## src/rtl/riscv_pkg.sv

```systemverilog
// Shared RISC-V integer ALU operation encoding.
package riscv_pkg;

   typedef enum logic [3:0] {
      ALU_ADD  = 4'd0,
      ALU_SUB  = 4'd1,
      ALU_SLL  = 4'd2,
      ALU_SLT  = 4'd3,
      ALU_SLTU = 4'd4,
      ALU_XOR  = 4'd5,
      ALU_SRL  = 4'd6,
      ALU_SRA  = 4'd7,
      ALU_OR   = 4'd8,
      ALU_AND  = 4'd9
   } alu_op_t;

endpackage

```

## src/rtl/alu_arbiter_if.sv

```systemverilog
// Requester, response and ALU-side signals of the shared-ALU arbiter.
// master: requesters plus the external ALU; slave: the arbiter itself.
interface alu_arbiter_if #(
   parameter int NREQ = 2
);

   logic [NREQ-1:0]                  req_valid;
   logic [NREQ-1:0]                  req_ready;
   logic [NREQ-1:0][31:0]            req_a;
   logic [NREQ-1:0][31:0]            req_b;
   riscv_pkg::alu_op_t [NREQ-1:0]    req_op;
   logic [NREQ-1:0]                  rsp_valid;
   logic [NREQ-1:0]                  rsp_ready;
   logic [31:0]                      rsp_res;
   logic                             busy;
   logic [31:0]                      alu_a;
   logic [31:0]                      alu_b;
   riscv_pkg::alu_op_t               alu_op;
   logic [31:0]                      alu_res;

   modport master (
      output req_valid, req_a, req_b, req_op, rsp_ready, alu_res,
      input  req_ready, rsp_valid, rsp_res, busy, alu_a, alu_b, alu_op
   );

   modport slave (
      input  req_valid, req_a, req_b, req_op, rsp_ready, alu_res,
      output req_ready, rsp_valid, rsp_res, busy, alu_a, alu_b, alu_op
   );

endinterface

```

## src/rtl/alu_arbiter.sv

```systemverilog
// Round-robin arbiter sharing one combinational ALU between NREQ requesters.
// Operands are registered onto the ALU, the result is captured one cycle
// later and held until the owning requester accepts it.
//
// state | meaning
// ------+-----------------------------------------------
// IDLE  | no transaction in flight
// EXEC  | operands registered, ALU evaluating
// RESP  | result held, waiting for rsp_ready[gid]
module alu_arbiter #(
   parameter int NREQ = 2
) (
   input  logic         clk,
   input  logic         rst_n,
   alu_arbiter_if.slave bus
);

   localparam int IDW = $clog2(NREQ);

   typedef enum logic [1:0] {
      IDLE = 2'd0,
      EXEC = 2'd1,
      RESP = 2'd2
   } state_t;

   state_t               r_state;
   state_t               w_state_nxt;
   logic [IDW-1:0]       r_ptr;
   logic [IDW-1:0]       r_gid;
   logic [NREQ-1:0]      r_rsp_valid;
   logic [31:0]          r_rsp_res;
   logic [31:0]          r_alu_a;
   logic [31:0]          r_alu_b;
   riscv_pkg::alu_op_t   r_alu_op;

   logic                 w_any;
   logic [IDW-1:0]       w_win;
   logic                 w_handshake;
   logic                 w_accept;
   logic                 w_grant;
   logic [NREQ-1:0]      w_req_ready;
   logic [NREQ-1:0]      w_gid_oh;
   logic                 w_busy;

   // Round-robin search from ptr; walking backwards leaves the closest hit.
   always_comb begin
      w_any = 1'b0;
      w_win = '0;
      for (int i = NREQ - 1; i >= 0; i--) begin
         logic [IDW-1:0] idx;
         idx = IDW'((int'(r_ptr) + i) % NREQ);
         if (bus.req_valid[idx]) begin
            w_any = 1'b1;
            w_win = idx;
         end
      end
   end

   // Accept qualification and owner one-hot decode.
   always_comb begin
      w_gid_oh        = '0;
      w_gid_oh[r_gid] = 1'b1;
      w_handshake     = (r_state == RESP) && r_rsp_valid[r_gid] && bus.rsp_ready[r_gid];
      w_accept        = (r_state == IDLE) || w_handshake;
      w_grant         = w_accept && w_any;
   end

   // State register.
   always_ff @(posedge clk or negedge rst_n) begin
      if (!rst_n) r_state <= IDLE;
      else        r_state <= w_state_nxt;
   end

   // Next-state logic; EXEC always completes in one cycle.
   always_comb begin
      w_state_nxt = r_state;
      unique case (r_state)
         IDLE:    if (w_grant) w_state_nxt = EXEC;
         EXEC:    w_state_nxt = RESP;
         RESP:    if (w_handshake) w_state_nxt = w_grant ? EXEC : IDLE;
         default: w_state_nxt = IDLE;
      endcase
   end

   // FSM outputs: grant strobe to the winner and busy flag.
   always_comb begin
      w_req_ready = '0;
      if (w_grant) w_req_ready[w_win] = 1'b1;
      w_busy = (r_state != IDLE);
   end

   // Grant bookkeeping and ALU operand registers, loaded only on a grant.
   always_ff @(posedge clk or negedge rst_n) begin
      if (!rst_n) begin
         r_ptr    <= '0;
         r_gid    <= '0;
         r_alu_a  <= '0;
         r_alu_b  <= '0;
         r_alu_op <= riscv_pkg::ALU_ADD;
      end else if (w_grant) begin
         r_ptr    <= (w_win == IDW'(NREQ - 1)) ? '0 : w_win + 1'b1;
         r_gid    <= w_win;
         r_alu_a  <= bus.req_a[w_win];
         r_alu_b  <= bus.req_b[w_win];
         r_alu_op <= bus.req_op[w_win];
      end
   end

   // Response capture after EXEC, cleared on the owner's handshake.
   always_ff @(posedge clk or negedge rst_n) begin
      if (!rst_n) begin
         r_rsp_valid <= '0;
         r_rsp_res   <= '0;
      end else if (r_state == EXEC) begin
         r_rsp_valid <= w_gid_oh;
         r_rsp_res   <= bus.alu_res;
      end else if (w_handshake) begin
         r_rsp_valid <= '0;
      end
   end

   assign bus.req_ready = w_req_ready;
   assign bus.rsp_valid = r_rsp_valid;
   assign bus.rsp_res   = r_rsp_res;
   assign bus.busy      = w_busy;
   assign bus.alu_a     = r_alu_a;
   assign bus.alu_b     = r_alu_b;
   assign bus.alu_op    = r_alu_op;

endmodule

```

## src/flat_wrapper.sv

```systemverilog
// flat-port wrapper written by rule: the top's interface ports become plain ports
module alu_arbiter_flat 
#(
   parameter int NREQ = 2
)
  (clk, rst_n, bus_req_valid, bus_req_a, bus_req_b, bus_req_op, bus_rsp_ready, bus_alu_res, bus_req_ready, bus_rsp_valid, bus_rsp_res, bus_busy, bus_alu_a, bus_alu_b, bus_alu_op);
  alu_arbiter_if #(.NREQ(NREQ)) bus_i ();
  input  logic clk;
  input  logic rst_n;
  input wire logic [$bits(bus_i.req_valid)-1:0] bus_req_valid;
  input wire logic [$bits(bus_i.req_a)-1:0] bus_req_a;
  input wire logic [$bits(bus_i.req_b)-1:0] bus_req_b;
  input wire logic [$bits(bus_i.req_op)-1:0] bus_req_op;
  input wire logic [$bits(bus_i.rsp_ready)-1:0] bus_rsp_ready;
  input wire logic [$bits(bus_i.alu_res)-1:0] bus_alu_res;
  output wire logic [$bits(bus_i.req_ready)-1:0] bus_req_ready;
  output wire logic [$bits(bus_i.rsp_valid)-1:0] bus_rsp_valid;
  output wire logic [$bits(bus_i.rsp_res)-1:0] bus_rsp_res;
  output wire logic [$bits(bus_i.busy)-1:0] bus_busy;
  output wire logic [$bits(bus_i.alu_a)-1:0] bus_alu_a;
  output wire logic [$bits(bus_i.alu_b)-1:0] bus_alu_b;
  output wire logic [$bits(bus_i.alu_op)-1:0] bus_alu_op;
  assign bus_i.req_valid = bus_req_valid;
  assign bus_i.req_a = bus_req_a;
  assign bus_i.req_b = bus_req_b;
  assign bus_i.req_op = bus_req_op;
  assign bus_i.rsp_ready = bus_rsp_ready;
  assign bus_i.alu_res = bus_alu_res;
  assign bus_req_ready = bus_i.req_ready;
  assign bus_rsp_valid = bus_i.rsp_valid;
  assign bus_rsp_res = bus_i.rsp_res;
  assign bus_busy = bus_i.busy;
  assign bus_alu_a = bus_i.alu_a;
  assign bus_alu_b = bus_i.alu_b;
  assign bus_alu_op = bus_i.alu_op;
  alu_arbiter #(.NREQ(NREQ)) u_core (.clk(clk), .rst_n(rst_n), .bus(bus_i));
endmodule
```

## config.mk

```make
export PLATFORM = sky130hd
export DESIGN_NAME = alu_arbiter_flat
export DESIGN_NICKNAME = d
export VERILOG_FILES = /design/src/rtl/riscv_pkg.sv /design/src/rtl/alu_arbiter_if.sv /design/src/rtl/alu_arbiter.sv /design/src/flat_wrapper.sv
export SDC_FILE = /design/constraint.sdc
export NUM_CORES = 1
export LEC_CHECK = 0
export CAP_MARGIN = 30
export CORE_MARGIN = 1.5
export CORE_UTILIZATION = 34
export DETAILED_ROUTE_END_ITERATION = 10
export HOLD_SLACK_MARGIN = 0.15
export PLACE_DENSITY = 0.76
export SKIP_LAST_GASP = 1
export SLEW_MARGIN = 20
export SYNTH_ARGS = -nofsm -noshare
export SYNTH_HDL_FRONTEND = slang
export SYNTH_SLANG_ARGS = --single-unit
```

## constraint.sdc

```tcl
create_clock -name clk -period 1.5 [get_ports clk]
set_input_delay 0.15 -clock clk [delete_from_list [all_inputs] [get_ports clk]]
set_output_delay 0.15 -clock clk [all_outputs]
set_load 0.01 [all_outputs]
```

Yosys cells after proc, flatten, opt, wreduce, memory -nomap -nowiden

Cells that the tools add are included.

Reductions and logical operators: 10
Multiplexer cells: 30
Magnitude comparators: 6
$add $sub $neg: 2
Equal/unequal tests: 4

Operators by type and width:

| operator                                            | number |
|---|---|
| 2-to-1 mux 32 bit                                   | 4 |
| 2-to-1 mux 1 bit                                    | 16 |
| 2-to-1 mux 2 bit                                    | 5 |
| < comparator 1 x 2 -> 1 bit, second input constant  | 4 |
| 2-to-1 mux 4 bit                                    | 2 |
| case mux 2 bit (3 select lines)                     | 1 |
| logical AND 1 bit                                   | 5 |
| != test 2 x 1 -> 1 bit, second input constant       | 2 |
| nonzero test 2 bit                                  | 2 |
| adder 1 bit, second input constant                  | 2 |
| demux 1 bit (select 1 bit)                          | 2 |
| equality test 2 x 1 -> 1 bit, second input constant | 1 |
| equality test 2 bit, second input constant          | 1 |
| >= comparator 1 bit, second input constant          | 2 |
| zero test 2 bit                                     | 1 |
| AND reduction 2 bit                                 | 1 |
| logical OR 1 bit                                    | 1 |

Bits of input ports: 174
Register bits: 106
Output and inout port bits: 105
Word-level logic and storage cells: 60

Longest topological paths before layout

Depth after elaboration: 10
Mapped depth: 7
Gate-level depth less buffers: 3

Least setup slack after synthesis

Ideal clock, no wire load.

Kind: register to register
From: register u_core.r_gid
To: register u_core.r_alu_b[11] (netlist: u_core.bus.alu_b[11])
Slack: -0.087 ns
Required time: 1.368 ns
Stages on the path, launching flop included: 7
Path buffers: 3
Library setup time: 0.132 ns
Arrival time: 1.455 ns
Clock period less this slack: 1.587 ns
Path through: dfrtp_1 > nand3b_1 > a311o_1 > buf_2 > buf_6 > buf_6 > o2bb2ai_1

Word-level cells in the longest chain between the ends: 6
Elaborated cells on any way between the ends: 8
Those cells by class: mux (4); reduce/logical (4)

RTL lines:

| what                                                 | line               | source |
|---|---|---|
| start, declared                                      | alu_arbiter.sv:29  | `logic [IDW-1:0] r_gid;` |
| start signal, assigned                               | alu_arbiter.sv:102 | `r_gid <= w_win;` |
| 2-to-1 mux 1 bit (not written as such) (2 in series) | alu_arbiter.sv:63  | `w_handshake = (r_state == RESP) && r_rsp_valid[r_gid] && bus.rsp_ready[r_gid];` |
| logical AND 1 bit                                    | alu_arbiter.sv:63  |  |
| logical AND 1 bit (*)                                | alu_arbiter.sv:63  |  |
| logical OR 1 bit (*)                                 | alu_arbiter.sv:64  | `w_accept = (r_state == IDLE) \|\| w_handshake;` |
| logical AND 1 bit (*)                                | alu_arbiter.sv:65  | `w_grant = w_accept && w_any;` |
| end signal, assigned                                 | alu_arbiter.sv:104 | `r_alu_b <= bus.req_b[w_win];` |
| end, declared                                        | alu_arbiter.sv:33  | `logic [31:0] r_alu_b;` |

Every way passes the cells marked *; elsewhere a longest branch is shown, timed or not. The select of a mux whose other input is x is not followed.
A chain may end at the register's enable or synchronous reset.

Final worst setup path

From: register u_core.r_gid
To: register u_core.r_alu_a[26] (netlist: u_core.bus.alu_a[26])

Word-level cells in the longest chain between the ends: 6
Elaborated cells on any way between the ends: 8
Those cells by class: mux (4); reduce/logical (4)

RTL lines:

| what                                                 | line               | source |
|---|---|---|
| 2-to-1 mux 1 bit (not written as such) (2 in series) | alu_arbiter.sv:63  |  |
| logical AND 1 bit                                    | alu_arbiter.sv:63  |  |
| logical AND 1 bit (*)                                | alu_arbiter.sv:63  |  |
| logical OR 1 bit (*)                                 | alu_arbiter.sv:64  |  |
| logical AND 1 bit (*)                                | alu_arbiter.sv:65  |  |
| end signal, assigned                                 | alu_arbiter.sv:103 | `r_alu_a <= bus.req_a[w_win];` |
| end, declared                                        | alu_arbiter.sv:32  | `logic [31:0] r_alu_a;` |

Marked as above.

==> summary.txt <==
Critical path
  – Worst Path Required: 1.73 ns
  – CP cell instances: buf_4 -> nand3_2 -> buf_4 -> a311o_2 -> buf_12 -> o2bb2ai_1
  – Worst R2R Start: u_core.r_gid
  – Reg2reg end: u_core.bus.alu_a[26]
  – R2R cell count: 6
  – CP endpoint: u_core.bus.alu_a[26]
  – CP Launch Point: u_core.r_gid
  – Reg2reg setup slack: -0.14 ns
  – Largest fanout on the critical path: 34
  – CP dominant cell by count: buf_4
  – Setup crit start kind: flop
  – CP endpoint kind: flop
  – CP max-delay cell: a311o_2
  – WP data arrival: 1.87 ns
  – Slowest cell delay on critical path: 0.44 ns
  – Critical path type: reg -> reg

Pwr
  – Leak: 3.22 nW
  – Flop pwr share: 30.6%
  – Pint: 11.1 mW
  – Gate power share: 50.7%
  – IR drop worst, VDD: 1.46 mV
  – Switching Share: 33.0%
  – Net Sw Power: 5.46 mW
  – Power density over the cells: 2000 nW/um2
  – Clock share of power: 18.7%

Routing
  – Final WL: 15.4 mm
  – Routed vias: 4355
  – Starting DRT DRC Count: 231
  – Post-DR vias/cell: 5.33
  – Routed Antenna Nets: 0
  – DR WL/cell: 18.8 um
  – Residual DRC: 0
  – DR pass1 iterations: 4

STA
  – Setup slack after layout: -0.138 ns
  – Fmax: 0.610 GHz
  – Relative slew slack: 59.7%
  – Slew Limit Fails: 0
  – Worst hold slack: 0.219 ns
  – Final worst path period share: 109%
  – RSZ-0062 raised after global routing: true
  – Final setup viols: 70
  – Fin crit period: 1.64 ns
  – Worst clock skew: 0.0113 ns
  – Worst slew pin tran: 0.605 ns
  – Final Hold Fails: 0

Synth
  – Synthesized Nets: 531
  – Commonest register cell after synthesis: dfrtp_1
  – FFs w/ async S/R, synth: 100%
  – Post-Syn Area: 4640 um2
  – Synth cell types: 30
  – Number of enable flip-flop cells after synthesis: 0
  – Ys Warns: 0
  – Sequential area share after synthesis: 57.2%
  – Post-Synthesis Cells: 357
  – Register bit total from synthesis: 106
  – Syn Area/Cell: 13.0 um2

Worst hold path
  – HP Start: bus_req_valid[1]
  – Hold crit path type: in -> reg

Floorplan
  – # rows: 42
  – Ports: 279
  – Core box area: 13300 um2
  – DIE WIDTH: 120 um
  – Die area: 14300 um2
  – Initial Util: 34.9%
  – Die span in y: 120 um

GRT
  – GRT Residual Overflow: 0
  – Largest net degree at the start of global routing: 107
  – First-pass GRT wire length: 24.2 mm
  – Vias in the first global route: 4655
  – Gr usage total: 21.5%
  – Initial antenna violation count: 0

CTS
  – Worst skew pair latency: 0.35 ns
  – # clock sinks: 106
  – Num CTS Buffers: 9
  – Clock tree buffer depth: 2
  – H-tree depth: 3
  – Clock slew at reported path FFs: 0.07 ns
  – TritonCTS clock tree: done
  – Clk root buf: clkbuf_16

Final layout
  – Finished Core Util: 62.0%
  – Ant. Diodes: 0
  – Layout cells sized above 1: 15.3%
  – Commonest non-fill, non-tap cells in the layout: 270 x clkdlybuf4s50_1, 106 x dfrtp_1, 68 x a32oi_1
  – Layout Nets: 810
  – Commonest non-fill, non-tap cell in the layout: clkdlybuf4s50_1
  – Area Growth Syn to Fin: 77.7%

Placement
  – Port-buffer cells: 278
  – GPL Wtd Cong: 0.819
  – Hpwl dp: 11.1 mm

Run status
  – Failing checks: negative setup slack
  – Status: finished, violations left

Job
  – Maxcap violations: 0
## sequential cells by signal, summed over array words and instances, names as in the netlist
| register | cells |
|---|---|
| u_core.r_state | 2 |
| u_core.bus.alu_b | 32 |
| u_core.bus.alu_op | 4 |
| u_core.bus.rsp_valid | 2 |
| u_core.bus.rsp_res | 32 |
| u_core.bus.alu_a | 32 |
| u_core.r_gid | 1 |
| u_core.r_ptr | 1 |
## cells in the mapped netlist (2+ instances only)
master,count,area share [%]
o21ai_0,3,0.32
inv_1,3,0.24
nand2b_1,3,0.40
buf_1,4,0.32
nand2_1,5,0.40
a21boi_0,2,0.32
mux2_2,32,7.8
nor2_1,5,0.40
buf_2,15,1.6
a32oi_1,68,13
o2bb2ai_1,68,13
dfrtp_1,106,57
nand4b_1,2,0.38
buf_6,2,0.49
clkbuf_1,24,1.9
## power groups by stage
stage	clock [mW]	sequential, mW	combinational [mW]
final	3.09	5.05	8.37
after global routing	3.28	5.24	8.98
after CTS	3.15	5.06	8.34
after detailed placement	0	5.09	8.15
after global placement	0	5.02	7.98
after floorplan	0	5.69	3.07
## kinds of logic after synthesis
group	share of synthesized area [%]
flip-flops	57.2
buffers and inverters	4.61
AND/OR/NAND/NOR	2.21
multiplexers	7.77
AO/OA/AOI/OAI	28.2
## metrics by stage
step | setup TNS, ns | setup WS [ns] | cell area [um2] | instances | power, mW
after floorplan | -0.321 | -0.0399 | 4650 | 357 | 8.77
after global placement | -20.59 | -0.471 | 7740 | 790 | 13.0
after detailed placement | -22.06 | -0.493 | 7740 | 790 | 13.2
after CTS | -6.24 | -0.109 | 8200 | 813 | 16.5
after global routing | -11.35 | -0.189 | 8240 | 817 | 17.5
final | -7.99 | -0.138 | 8240 | 817 | 16.5
## area by class of cell
type / instances / area (um2)
Multi-Input combinational cell: 203 / 1820
Tap cell: 176 / 220
Timing Repair Buffer: 313 / 3140
Inverter: 3 / 11.3
Fill cell: 1047 / 5050
Sequential cell: 106 / 2650
Clock inverter: 6 / 159
Clock buffer: 10 / 239
## worst max-delay path: cells and delay by family, from the launching register on
kind	cells	cell delay, ns
buf+inv	3	0.47
simple gates	1	0.07
flops	1	0.36
compound gates	2	0.59
## layer usage
| metal | global-route usage [%] | wire (um) | vias up |
|---|---|---|---|
| met5 | 0 | 0 | - |
| met4 | 7.74 | 306 | 0 |
| met3 | 7.65 | 1610 | 20 |
| met2 | 37.5 | 7660 | 212 |
| met1 | 24.4 | 5820 | 2115 |
| li1 | - | - | 2008 |
## timing repair
action / in CTS / in global routing
pin swaps: 1 / 2
hold buffers: 1 / 0
gates resized for setup: 22 / 2
gates cloned: 0 / 0
endpoints found under the setup margin: 75 / 74
hold endpoints to repair: 106 / 0
setup buffers: 6 / 4
## how the worst min path moves through the flow
stage          cells after the start  slack [ns]             endpoint
2_1_floorplan                      0       -0.15  u_core.bus.alu_a[0]
3_3_place_gp                       2        0.25  u_core.bus.alu_a[1]
3_5_place_dp                       2        0.27  u_core.bus.alu_a[4]
4_1_cts                            3        0.21         u_core.r_gid
5_1_grt                            3        0.23         u_core.r_gid
6_report                           3        0.22         u_core.r_gid
Note: power is estimated with default switching activity, not from simulation.
